--- src/rtl/pipe_pkg.sv ---
// Shared front-end pipeline definitions: bubble-cause encoding and fetch constants.
package pipe_pkg;

  typedef enum logic [1:0] {
    ST_RUN   = 2'd0,
    ST_STALL = 2'd1,
    ST_WAIT  = 2'd2,
    ST_FLUSH = 2'd3
  } fetch_state_e;

  localparam logic [31:0] NOP_INST = 32'd0;
  localparam logic [31:0] PC_INC   = 32'd4;

endpackage

--- src/rtl/fetch_stall_ctrl_if.sv ---
// Fetch-stage bundle: hazard/branch/imem inputs and PC, IF/ID and status outputs.
interface fetch_stall_ctrl_if;
  logic        stall;
  logic        branch_taken;
  logic [31:0] branch_target;
  logic [31:0] imem_inst;
  logic        imem_ready;
  logic [31:0] pc;
  logic [31:0] if_id_inst;
  logic [31:0] if_id_pc4;
  logic [1:0]  state;
  logic [15:0] stall_cnt;
  logic        stall_err;
  logic        misalign;

  modport master (
    output stall, branch_taken, branch_target, imem_inst, imem_ready,
    input  pc, if_id_inst, if_id_pc4, state, stall_cnt, stall_err, misalign
  );

  modport slave (
    input  stall, branch_taken, branch_target, imem_inst, imem_ready,
    output pc, if_id_inst, if_id_pc4, state, stall_cnt, stall_err, misalign
  );
endinterface

--- src/rtl/sat_counter.sv ---
// Up-counter with synchronous clear that sticks at MAX instead of wrapping.
module sat_counter #(
  parameter int               WIDTH = 16,
  parameter logic [WIDTH-1:0] MAX   = '1
) (
  input  logic             clk,
  input  logic             rst,
  input  logic             inc,
  input  logic             clr,
  output logic [WIDTH-1:0] count
);

  // NOTE: sequential state uses non-blocking assignments so every flop samples pre-edge values.
  always_ff @(posedge clk or posedge rst) begin
    if (rst)                        count <= '0;
    else if (clr)                   count <= '0;
    else if (inc && (count != MAX)) count <= count + WIDTH'(1);
  end

endmodule

--- src/rtl/fetch_stall_ctrl.sv ---
// PC and IF/ID owner: applies redirect > stall > imem wait > run each cycle,
// and tracks stall statistics and a watchdog on consecutive bubbles.
module fetch_stall_ctrl
  import pipe_pkg::*;
#(
  parameter logic [31:0] RESET_PC  = 32'h0000_0000,
  parameter int          MAX_STALL = 8
) (
  input logic               clk,
  input logic               rst,
  fetch_stall_ctrl_if.slave bus
);

  fetch_state_e state_q, state_d;
  logic [31:0]  pc_q, pc_d;
  logic [31:0]  inst_q, inst_d;
  logic [31:0]  pc4_q, pc4_d;
  logic         misalign_q, misalign_d;
  logic         err_q;
  logic [15:0]  stall_cnt;
  logic [7:0]   run_len;
  logic         run_inc, wd_hit;

  // NOTE: every output of this block gets a default first, so no path can infer a latch.
  always_comb begin
    state_d    = ST_RUN;
    pc_d       = pc_q;
    inst_d     = NOP_INST;
    pc4_d      = 32'd0;
    misalign_d = misalign_q;
    if (bus.branch_taken) begin
      pc_d    = {bus.branch_target[31:2], 2'b00};
      state_d = ST_FLUSH;
      if (bus.branch_target[1:0] != 2'b00) misalign_d = 1'b1;
    end else if (bus.stall) begin
      state_d = ST_STALL;
    end else if (!bus.imem_ready) begin
      state_d = ST_WAIT;
    end else begin
      inst_d = bus.imem_inst;
      pc4_d  = pc_q + PC_INC;
      pc_d   = pc_q + PC_INC;
    end
  end

  always_ff @(posedge clk or posedge rst) begin
    if (rst) begin
      state_q    <= ST_RUN;
      pc_q       <= RESET_PC;
      inst_q     <= NOP_INST;
      pc4_q      <= 32'd0;
      misalign_q <= 1'b0;
      err_q      <= 1'b0;
    end else begin
      state_q    <= state_d;
      pc_q       <= pc_d;
      inst_q     <= inst_d;
      pc4_q      <= pc4_d;
      misalign_q <= misalign_d;
      err_q      <= err_q | wd_hit;
    end
  end

  // Watchdog trips on the edge that takes the run length to MAX_STALL.
  assign run_inc = (state_d == ST_STALL) || (state_d == ST_WAIT);
  assign wd_hit  = run_inc && (run_len == 8'(MAX_STALL - 1));

  sat_counter #(.WIDTH(16), .MAX(16'hFFFF)) u_stall_cnt (
    .clk   (clk),
    .rst   (rst),
    .inc   (state_d == ST_STALL),
    .clr   (1'b0),
    .count (stall_cnt)
  );

  sat_counter #(.WIDTH(8), .MAX(8'(MAX_STALL))) u_run_len (
    .clk   (clk),
    .rst   (rst),
    .inc   (run_inc),
    .clr   (!run_inc),
    .count (run_len)
  );

  assign bus.pc         = pc_q;
  assign bus.if_id_inst = inst_q;
  assign bus.if_id_pc4  = pc4_q;
  assign bus.state      = state_q;
  assign bus.stall_cnt  = stall_cnt;
  assign bus.stall_err  = err_q;
  assign bus.misalign   = misalign_q;

endmodule

--- src/flat_wrapper.sv ---
// flat-port wrapper written by rule: the top's interface ports become plain ports
module fetch_stall_ctrl_flat import pipe_pkg::*;
#(
  parameter logic [31:0] RESET_PC  = 32'h0000_0000,
  parameter int          MAX_STALL = 8
)
  (clk, rst, bus_stall, bus_branch_taken, bus_branch_target, bus_imem_inst, bus_imem_ready, bus_pc, bus_if_id_inst, bus_if_id_pc4, bus_state, bus_stall_cnt, bus_stall_err, bus_misalign);
  fetch_stall_ctrl_if bus_i ();
  input logic clk;
  input logic rst;
  input wire logic [$bits(bus_i.stall)-1:0] bus_stall;
  input wire logic [$bits(bus_i.branch_taken)-1:0] bus_branch_taken;
  input wire logic [$bits(bus_i.branch_target)-1:0] bus_branch_target;
  input wire logic [$bits(bus_i.imem_inst)-1:0] bus_imem_inst;
  input wire logic [$bits(bus_i.imem_ready)-1:0] bus_imem_ready;
  output wire logic [$bits(bus_i.pc)-1:0] bus_pc;
  output wire logic [$bits(bus_i.if_id_inst)-1:0] bus_if_id_inst;
  output wire logic [$bits(bus_i.if_id_pc4)-1:0] bus_if_id_pc4;
  output wire logic [$bits(bus_i.state)-1:0] bus_state;
  output wire logic [$bits(bus_i.stall_cnt)-1:0] bus_stall_cnt;
  output wire logic [$bits(bus_i.stall_err)-1:0] bus_stall_err;
  output wire logic [$bits(bus_i.misalign)-1:0] bus_misalign;
  assign bus_i.stall = bus_stall;
  assign bus_i.branch_taken = bus_branch_taken;
  assign bus_i.branch_target = bus_branch_target;
  assign bus_i.imem_inst = bus_imem_inst;
  assign bus_i.imem_ready = bus_imem_ready;
  assign bus_pc = bus_i.pc;
  assign bus_if_id_inst = bus_i.if_id_inst;
  assign bus_if_id_pc4 = bus_i.if_id_pc4;
  assign bus_state = bus_i.state;
  assign bus_stall_cnt = bus_i.stall_cnt;
  assign bus_stall_err = bus_i.stall_err;
  assign bus_misalign = bus_i.misalign;
  fetch_stall_ctrl #(.RESET_PC(RESET_PC), .MAX_STALL(MAX_STALL)) u_core (.clk(clk), .rst(rst), .bus(bus_i));
endmodule
--- config.mk ---
export PLATFORM = sky130hd
export DESIGN_NAME = fetch_stall_ctrl_flat
export DESIGN_NICKNAME = d
export VERILOG_FILES = /design/src/rtl/pipe_pkg.sv /design/src/rtl/fetch_stall_ctrl_if.sv /design/src/rtl/sat_counter.sv /design/src/rtl/fetch_stall_ctrl.sv /design/src/flat_wrapper.sv
export SDC_FILE = /design/constraint.sdc
export NUM_CORES = 1
export LEC_CHECK = 0
export ABC_AREA = 0
export CAP_MARGIN = 20
export CORE_UTILIZATION = 49
export CTS_CLUSTER_SIZE = 12
export DETAILED_ROUTE_END_ITERATION = 6
export PLACE_DENSITY = 0.86
export SYNTH_ARGS = -nofsm -noshare
export SYNTH_HDL_FRONTEND = slang
export SYNTH_SLANG_ARGS = --single-unit
--- constraint.sdc ---
create_clock -name clk -period 5.9 [get_ports clk]
set_input_delay 0.59 -clock clk [delete_from_list [all_inputs] [get_ports clk]]
set_output_delay 0.59 -clock clk [all_outputs]
set_load 0.05 [all_outputs]
---- Yosys cells after proc, flatten, opt, wreduce, memory -nomap -nowiden ----
Index checks and enable logic that the tools add are counted.
storage, ports and cells
  register bits ........................... 124
  input port bits ......................... 69
  word-level logic and storage cells ...... 41
cells by class
  add/subtract/negate cells ............... 3
  eq/ne operators ......................... 7
  multiplexer cells ....................... 14
  bitwise logic cells ..................... 1
  reductions and logical operators ........ 8
operators with widths
  cell                   number
  $mux 32                9
  $add 32x3->32 const B  1
  $add 16x1->16 const B  1
  $mux 8                 2
  $ne 16x16->1 const B   1
  $add 8x1->8 const B    1
  $eq 8x3->1 const B     1
  $ne 8x4->1 const B     1
  $mux 2                 3
  $reduce_and 2->1       2
  $reduce_bool 2->1      2
  $logic_and 1x1->1      3
  $eq 2x1->1 const B     1
  $eq 2x2->1 const B     1
  $ne 2x1->1 const B     1
  $ne 2x2->1 const B     1
  $logic_or 1x1->1       1
  $or 1x1->1             1

---- Logic depth before layout (Yosys ltp) ----
  word-level depth ........................ 8
  mapped depth ............................ 10
  depth with buffers taken out ............ 9

---- Modules after synthesis ----
Synthesis repeated with hierarchy kept, for this count alone.
second synthesis, totals
  cells, all modules ...................... 544
  area, all modules ....................... 5,580.4 um2
modules (own cells, without submodules)
  module                             times used  cells an instance  area an instance (um2)  sequential area each (um2)
  fetch_stall_ctrl                   1           396                4,205.3                 2,427.3
  sat_counter at u_core.u_stall_cnt  1           101                932.1                   400.4
  sat_counter at u_core.u_run_len    1           47                 442.9                   200.2

---- Worst setup path before layout ----
OpenSTA, ideal clock, no wires.
  path type ............................... input -> register
  start ................................... input port bus_branch_taken
  end ..................................... register u_core.u_stall_cnt.count[14]
  setup time .............................. 0.141 ns
  arrival time ............................ 2.158 ns
  slack ................................... 3.601 ns
  cell stages on the path ................. 10
  path through ............................ clkbuf_1 > inv_1 > o21ai_0 > inv_1 > ha_1 > nand3_1 > nor2_1 > nor4b_1 > nand4_1 > xnor2_1
on the way
  word-level cells in the longest chain between the ends .. 3
ends and longest elaborated chain
  what                   RTL line                source
  start, declared        flat_wrapper.sv:12      input wire logic [$bits(bus_i.branch_taken)-1:0] bus_branch_taken;
  $mux 2                 fetch_stall_ctrl.sv:31  if (bus.branch_taken) begin
  net u_core.state_d[1]  fetch_stall_ctrl.sv:14  fetch_state_e state_q, state_d;
  $eq 2x1->1             fetch_stall_ctrl.sv:71  .inc (state_d == ST_STALL),
  $logic_and 1x1->1      sat_counter.sv:17       else if (inc && (count != MAX)) count <= count + WIDTH'(1);
  end signal, assigned   sat_counter.sv:17
  end, declared          sat_counter.sv:10       output logic [WIDTH-1:0] count
The timed path passes the listed nets, and every way through them passes these cells.
A chain may end at the register's enable or synchronous reset.

---- Worst setup path in the final report ----
  start ................................... input port bus_stall
  end ..................................... register u_core.pc_q[8] (netlist: u_core.bus.pc[8])
on the way
  word-level cells in the longest chain between the ends .. 2
ends and longest elaborated chain
  what                               RTL line                source
  start, declared                    flat_wrapper.sv:11      input wire logic [$bits(bus_i.stall)-1:0] bus_stall;
  $ne 2x1->1 (no source line)        --
  $reduce_and 2->1 (no source line)  --
  end signal, assigned               fetch_stall_ctrl.sv:56  pc_q <= pc_d;
  end, declared                      fetch_stall_ctrl.sv:15  logic [31:0] pc_q, pc_d;
No other way between the ends.

==> impl_metrics.xml <==
<?xml version="1.0" encoding="UTF-8"?>
<metrics>
  <group name="status">
    <metric name="run_status" unit="">completed</metric>
  </group>
  <group name="layout">
    <metric name="multiInputGateArea" unit="mm^2">0.00216</metric>
    <metric name="antenna-diode-count" unit="">0</metric>
    <metric name="fillerInstances" unit="">731</metric>
    <metric name="area_growth_syn_to_layout" unit="%">46.5</metric>
    <metric name="final_net_count" unit="">759</metric>
    <metric name="drive_gt1_share" unit="%">6.61</metric>
    <metric name="final-seq-area" unit="mm^2">0.00303</metric>
  </group>
  <group name="power_and_ir_drop">
    <metric name="powerDensity" unit="mW/mm^2">318</metric>
    <metric name="ir_worst_vdd" unit="V">0.000187</metric>
    <metric name="power.static_leakage" unit="uW">0.00343</metric>
  </group>
  <group name="cts">
    <metric name="cts_root_buffer" unit="">sky130_fd_sc_hd__clkbuf_8</metric>
    <metric name="ctsHtreeMaxLevel" unit="">4</metric>
    <metric name="tritoncts" unit="">built</metric>
    <metric name="ctsHoldBuffers" unit="">0</metric>
    <metric name="max-clock-path-buffers" unit="">2</metric>
    <metric name="clkSlewWorstSetupHoldPaths" unit="ps">50</metric>
    <metric name="numCtsBuffers" unit="">17</metric>
    <metric name="cts_num_sinks" unit="">121</metric>
    <metric name="ctsResizeCount" unit="">0</metric>
    <metric name="clk_latency" unit="ps">510</metric>
    <metric name="cts.repair_timing.setup_buffer_count" unit="">0</metric>
  </group>
  <group name="worst_setup_path">
    <metric name="timing.critical_path.fanout_max" unit="">35</metric>
    <metric name="cpMaxStageDelayCell" unit="">sky130_fd_sc_hd__nor2_2</metric>
    <metric name="crit_path_max_incr_delay" unit="ps">800</metric>
    <metric name="worst_ep_required" unit="ps">6320</metric>
    <metric name="crit_type" unit="">in -&gt; reg</metric>
    <metric name="endpoint_kind" unit="">flop</metric>
    <metric name="timing.critical_path.arrival" unit="ps">3070</metric>
    <metric name="setup.worst_path.start_class" unit="">input pin</metric>
    <metric name="worstPathCellList" unit="">clkdlybuf4s50_1, nor2_2, nand2_1, buf_4, o221ai_1</metric>
  </group>
  <group name="routing">
    <metric name="drc_errors" unit="">0</metric>
    <metric name="postRouteWirelength" unit="mm">14.2</metric>
    <metric name="initialDrtViolationCount" unit="">236</metric>
    <metric name="num_vias" unit="">4472</metric>
    <metric name="drt-pass1-iter-count" unit="">7</metric>
    <metric name="vias_per_cell" unit="">5.38</metric>
    <metric name="ant_nets" unit="">0</metric>
    <metric name="routed_wire_length_per_instance" unit="um">17.1</metric>
  </group>
  <group name="synthesis">
    <metric name="postSynthAreaPerCell" unit="um^2">10.5</metric>
    <metric name="synth_top_area_share" unit="%">56.6</metric>
    <metric name="netlist_top_cells_area" unit="">sky130_fd_sc_hd__dfrtp_1 (57%), sky130_fd_sc_hd__xor2_1 (6.2%), sky130_fd_sc_hd__and3_1 (4.9%)</metric>
    <metric name="synth_seq_area_share" unit="%">56.6</metric>
    <metric name="postSynth.topFlopCell" unit="">sky130_fd_sc_hd__dfrtp_1</metric>
    <metric name="synth.cells.most_frequent" unit="">sky130_fd_sc_hd__dfrtp_1 (121), sky130_fd_sc_hd__nand2_1 (53), sky130_fd_sc_hd__nor2_1 (48)</metric>
    <metric name="synth_cells" unit="">507</metric>
    <metric name="flip_flop_and_latch_count_after_synthesis" unit="">121</metric>
    <metric name="mappedNetlistArea" unit="mm^2">0.00535</metric>
    <metric name="number_of_synthesized_flops_with_an_enable_pin" unit="">0</metric>
    <metric name="postSynth.asyncResetShare" unit="%">100</metric>
    <metric name="ys.warnings.count" unit="">0</metric>
    <metric name="synth.lib_cells_used.distinct" unit="">41</metric>
    <metric name="post-synth-top-area-cell" unit="">sky130_fd_sc_hd__dfrtp_1</metric>
    <metric name="post-synth-top-count-cell" unit="">sky130_fd_sc_hd__dfrtp_1</metric>
  </group>
  <group name="sta">
    <metric name="fmaxAchievable" unit="GHz">0.377</metric>
    <metric name="fin_crit_sh" unit="%">45.0</metric>
    <metric name="worst_case_setup_margin_in_the_final_layout" unit="ps">3250</metric>
    <metric name="finalWorstPathRequiredPeriod" unit="ps">2650</metric>
    <metric name="setup_repair_after_global_routing_missed_its_margin" unit="">no</metric>
    <metric name="finalClockSkew" unit="ps">13.4</metric>
    <metric name="slew_headroom" unit="%">31.5</metric>
    <metric name="setup_viol" unit="">0</metric>
    <metric name="report.final.hold_viol_count" unit="">0</metric>
    <metric name="report.final.slew_viol_count" unit="">0</metric>
    <metric name="summed_negative_setup_slack_over_all_endpoints" unit="ps">0</metric>
    <metric name="tightestPinTransition" unit="ps">1030</metric>
  </group>
  <group name="floorplanning">
    <metric name="floorplan_die_area" unit="mm^2">0.0113</metric>
    <metric name="io_pins" unit="">185</metric>
    <metric name="initial_core_util" unit="%">51.1</metric>
    <metric name="fp.dieH" unit="um">106</metric>
    <metric name="fp.coreArea" unit="mm^2">0.0105</metric>
    <metric name="dieWidth" unit="um">106</metric>
    <metric name="core.rowCount" unit="">37</metric>
  </group>
  <group name="place">
    <metric name="gp_congestion" unit="">0.887</metric>
    <metric name="placement.io_buffers" unit="">182</metric>
    <metric name="place_ws" unit="ps">2750</metric>
    <metric name="post-dp-hpwl" unit="mm">9.93</metric>
  </group>
  <group name="hold_path">
    <metric name="timing.hold.worst.class" unit="">reg -&gt; reg</metric>
  </group>
  <group name="flow_run">
    <metric name="max_cap_violations" unit="">0</metric>
  </group>
  <group name="grt">
    <metric name="grt_pass1_vias" unit="">4484</metric>
    <metric name="largest_net_degree_at_the_start_of_global_routing" unit="">73</metric>
    <metric name="first_pass_grt_wire_length" unit="mm">22.7</metric>
    <metric name="residual_overflow_from_global_routing" unit="">0</metric>
    <metric name="antenna_found_initial" unit="">0</metric>
    <metric name="groute.usage.overall" unit="%">26.3</metric>
  </group>
</metrics>
==> worst max-delay path: cells and delay by family <==
kind	cells	cell delay [ps]
compound gates	1	210
buf+inv	2	860
simple gates	2	1400
==> cell families (layout without fill, tap and decap cells) <==
| kind of cell | count (synthesis) | in the layout | synth area share [%] |
|---|---|---|---|
| other | 1 | 3 | 0.0702 |
| buffers and inverters | 39 | 226 | 3.11 |
| AOI/OAI and AO/OA | 38 | 38 | 4.21 |
| muxes | 5 | 5 | 1.01 |
| adders and majority gates | 5 | 5 | 1.17 |
| xor gates and xnor gates | 67 | 67 | 11.0 |
| and+or+nand+nor | 231 | 231 | 22.8 |
| DFF | 121 | 121 | 56.6 |
==> flip-flops by register name, summed over array words and instances, names as in the netlist <==
name and flops:
u_core.u_stall_cnt.count 16, u_core.bus.if_id_inst 32, u_core.bus.misalign 1, u_core.bus.pc 30, u_core.u_run_len.count 8, u_core.bus.if_id_pc4 31, u_core.bus.stall_err 1, u_core.bus.state 2
==> routing by layer <==
layer | vias up | share of wire, % | GRT usage (%)
met5 | - | 0 | 0
li1 | 2087 | - | -
met3 | 12 | 8.6 | 8.46
met2 | 207 | 51 | 44.4
met4 | 0 | 1.1 | 8.12
met1 | 2166 | 39 | 32.1
==> path summary, 6_finish.rpt <==
kind / start / endpoint / slack (ps) / cells past startpoint
max: bus_stall / u_core.bus.pc[8] / 3250 / 5
min: u_core.bus.misalign / u_core.bus.misalign / 480 / 1
max reg2reg: u_core.bus.pc[2] / u_core.bus.pc[28] / 3320 / 6
min reg2reg: u_core.bus.misalign / u_core.bus.misalign / 480 / 1
max in group asynchronous: rst / u_core.u_stall_cnt.count[3] / 4120 / 3
min in group asynchronous: rst / u_core.u_stall_cnt.count[10] / 630 / 2
==> cell type report <==
type	instances	share of cell area [%]
clock buffers	21	5.86
clock inverters	9	1.57
inverters	9	0.463
multi-input cells	349	27.6
flip-flops and latches	121	38.7
well taps	136	2.17
repair buffers	187	23.7
==> metrics by stage <==
step / hold slack, ps / utilization (%) / power (uW) / instance area (um^2) / instances
6_report: 480 / 74.9 / 2490 / 7830 / 832
2_1_floorplan: 506 / - / 1280 / 5350 / 509
4_1_cts: 479 / 74.9 / 2510 / 7830 / 832
3_3_place_gp: 450 / 69.3 / 1470 / 7250 / 802
5_1_grt: 502 / 74.9 / 2590 / 7830 / 832
3_5_place_dp: 466 / 69.3 / 1490 / 7250 / 802
==> power breakdown <==
| group | switching [uW] | internal (uW) |
|---|---|---|
| sequential | 79.2 | 887 |
| combinational | 320 | 191 |
| clock | 344 | 667 |
| total | 743 | 1750 |
==> layout by cell type (no fill, tap or decap), drive strengths merged, types with 2 or more instances in the layout <==
cell	synthesis	final
nand2	55	55
nand3	28	28
buf	7	6
and2	5	5
clkinv	0	5
conb	1	3
mux2i	2	2
clkdlybuf4s50	0	181
a21oi	3	3
nor2	49	49
nor3b	2	2
xnor2	29	29
nand4b	2	2
clkbuf	23	21
nand2b	2	2
o221ai	7	7
mux2	3	3
o21ai	25	25
nor3	5	5
dfrtp	121	121
nor4	3	3
and4b	2	2
ha	5	5
or3	3	3
inv	9	9
and3	42	42
bufinv	0	3
and4	7	7
xor2	38	38
nand4	22	22
(Power assumes the default switching activity.)
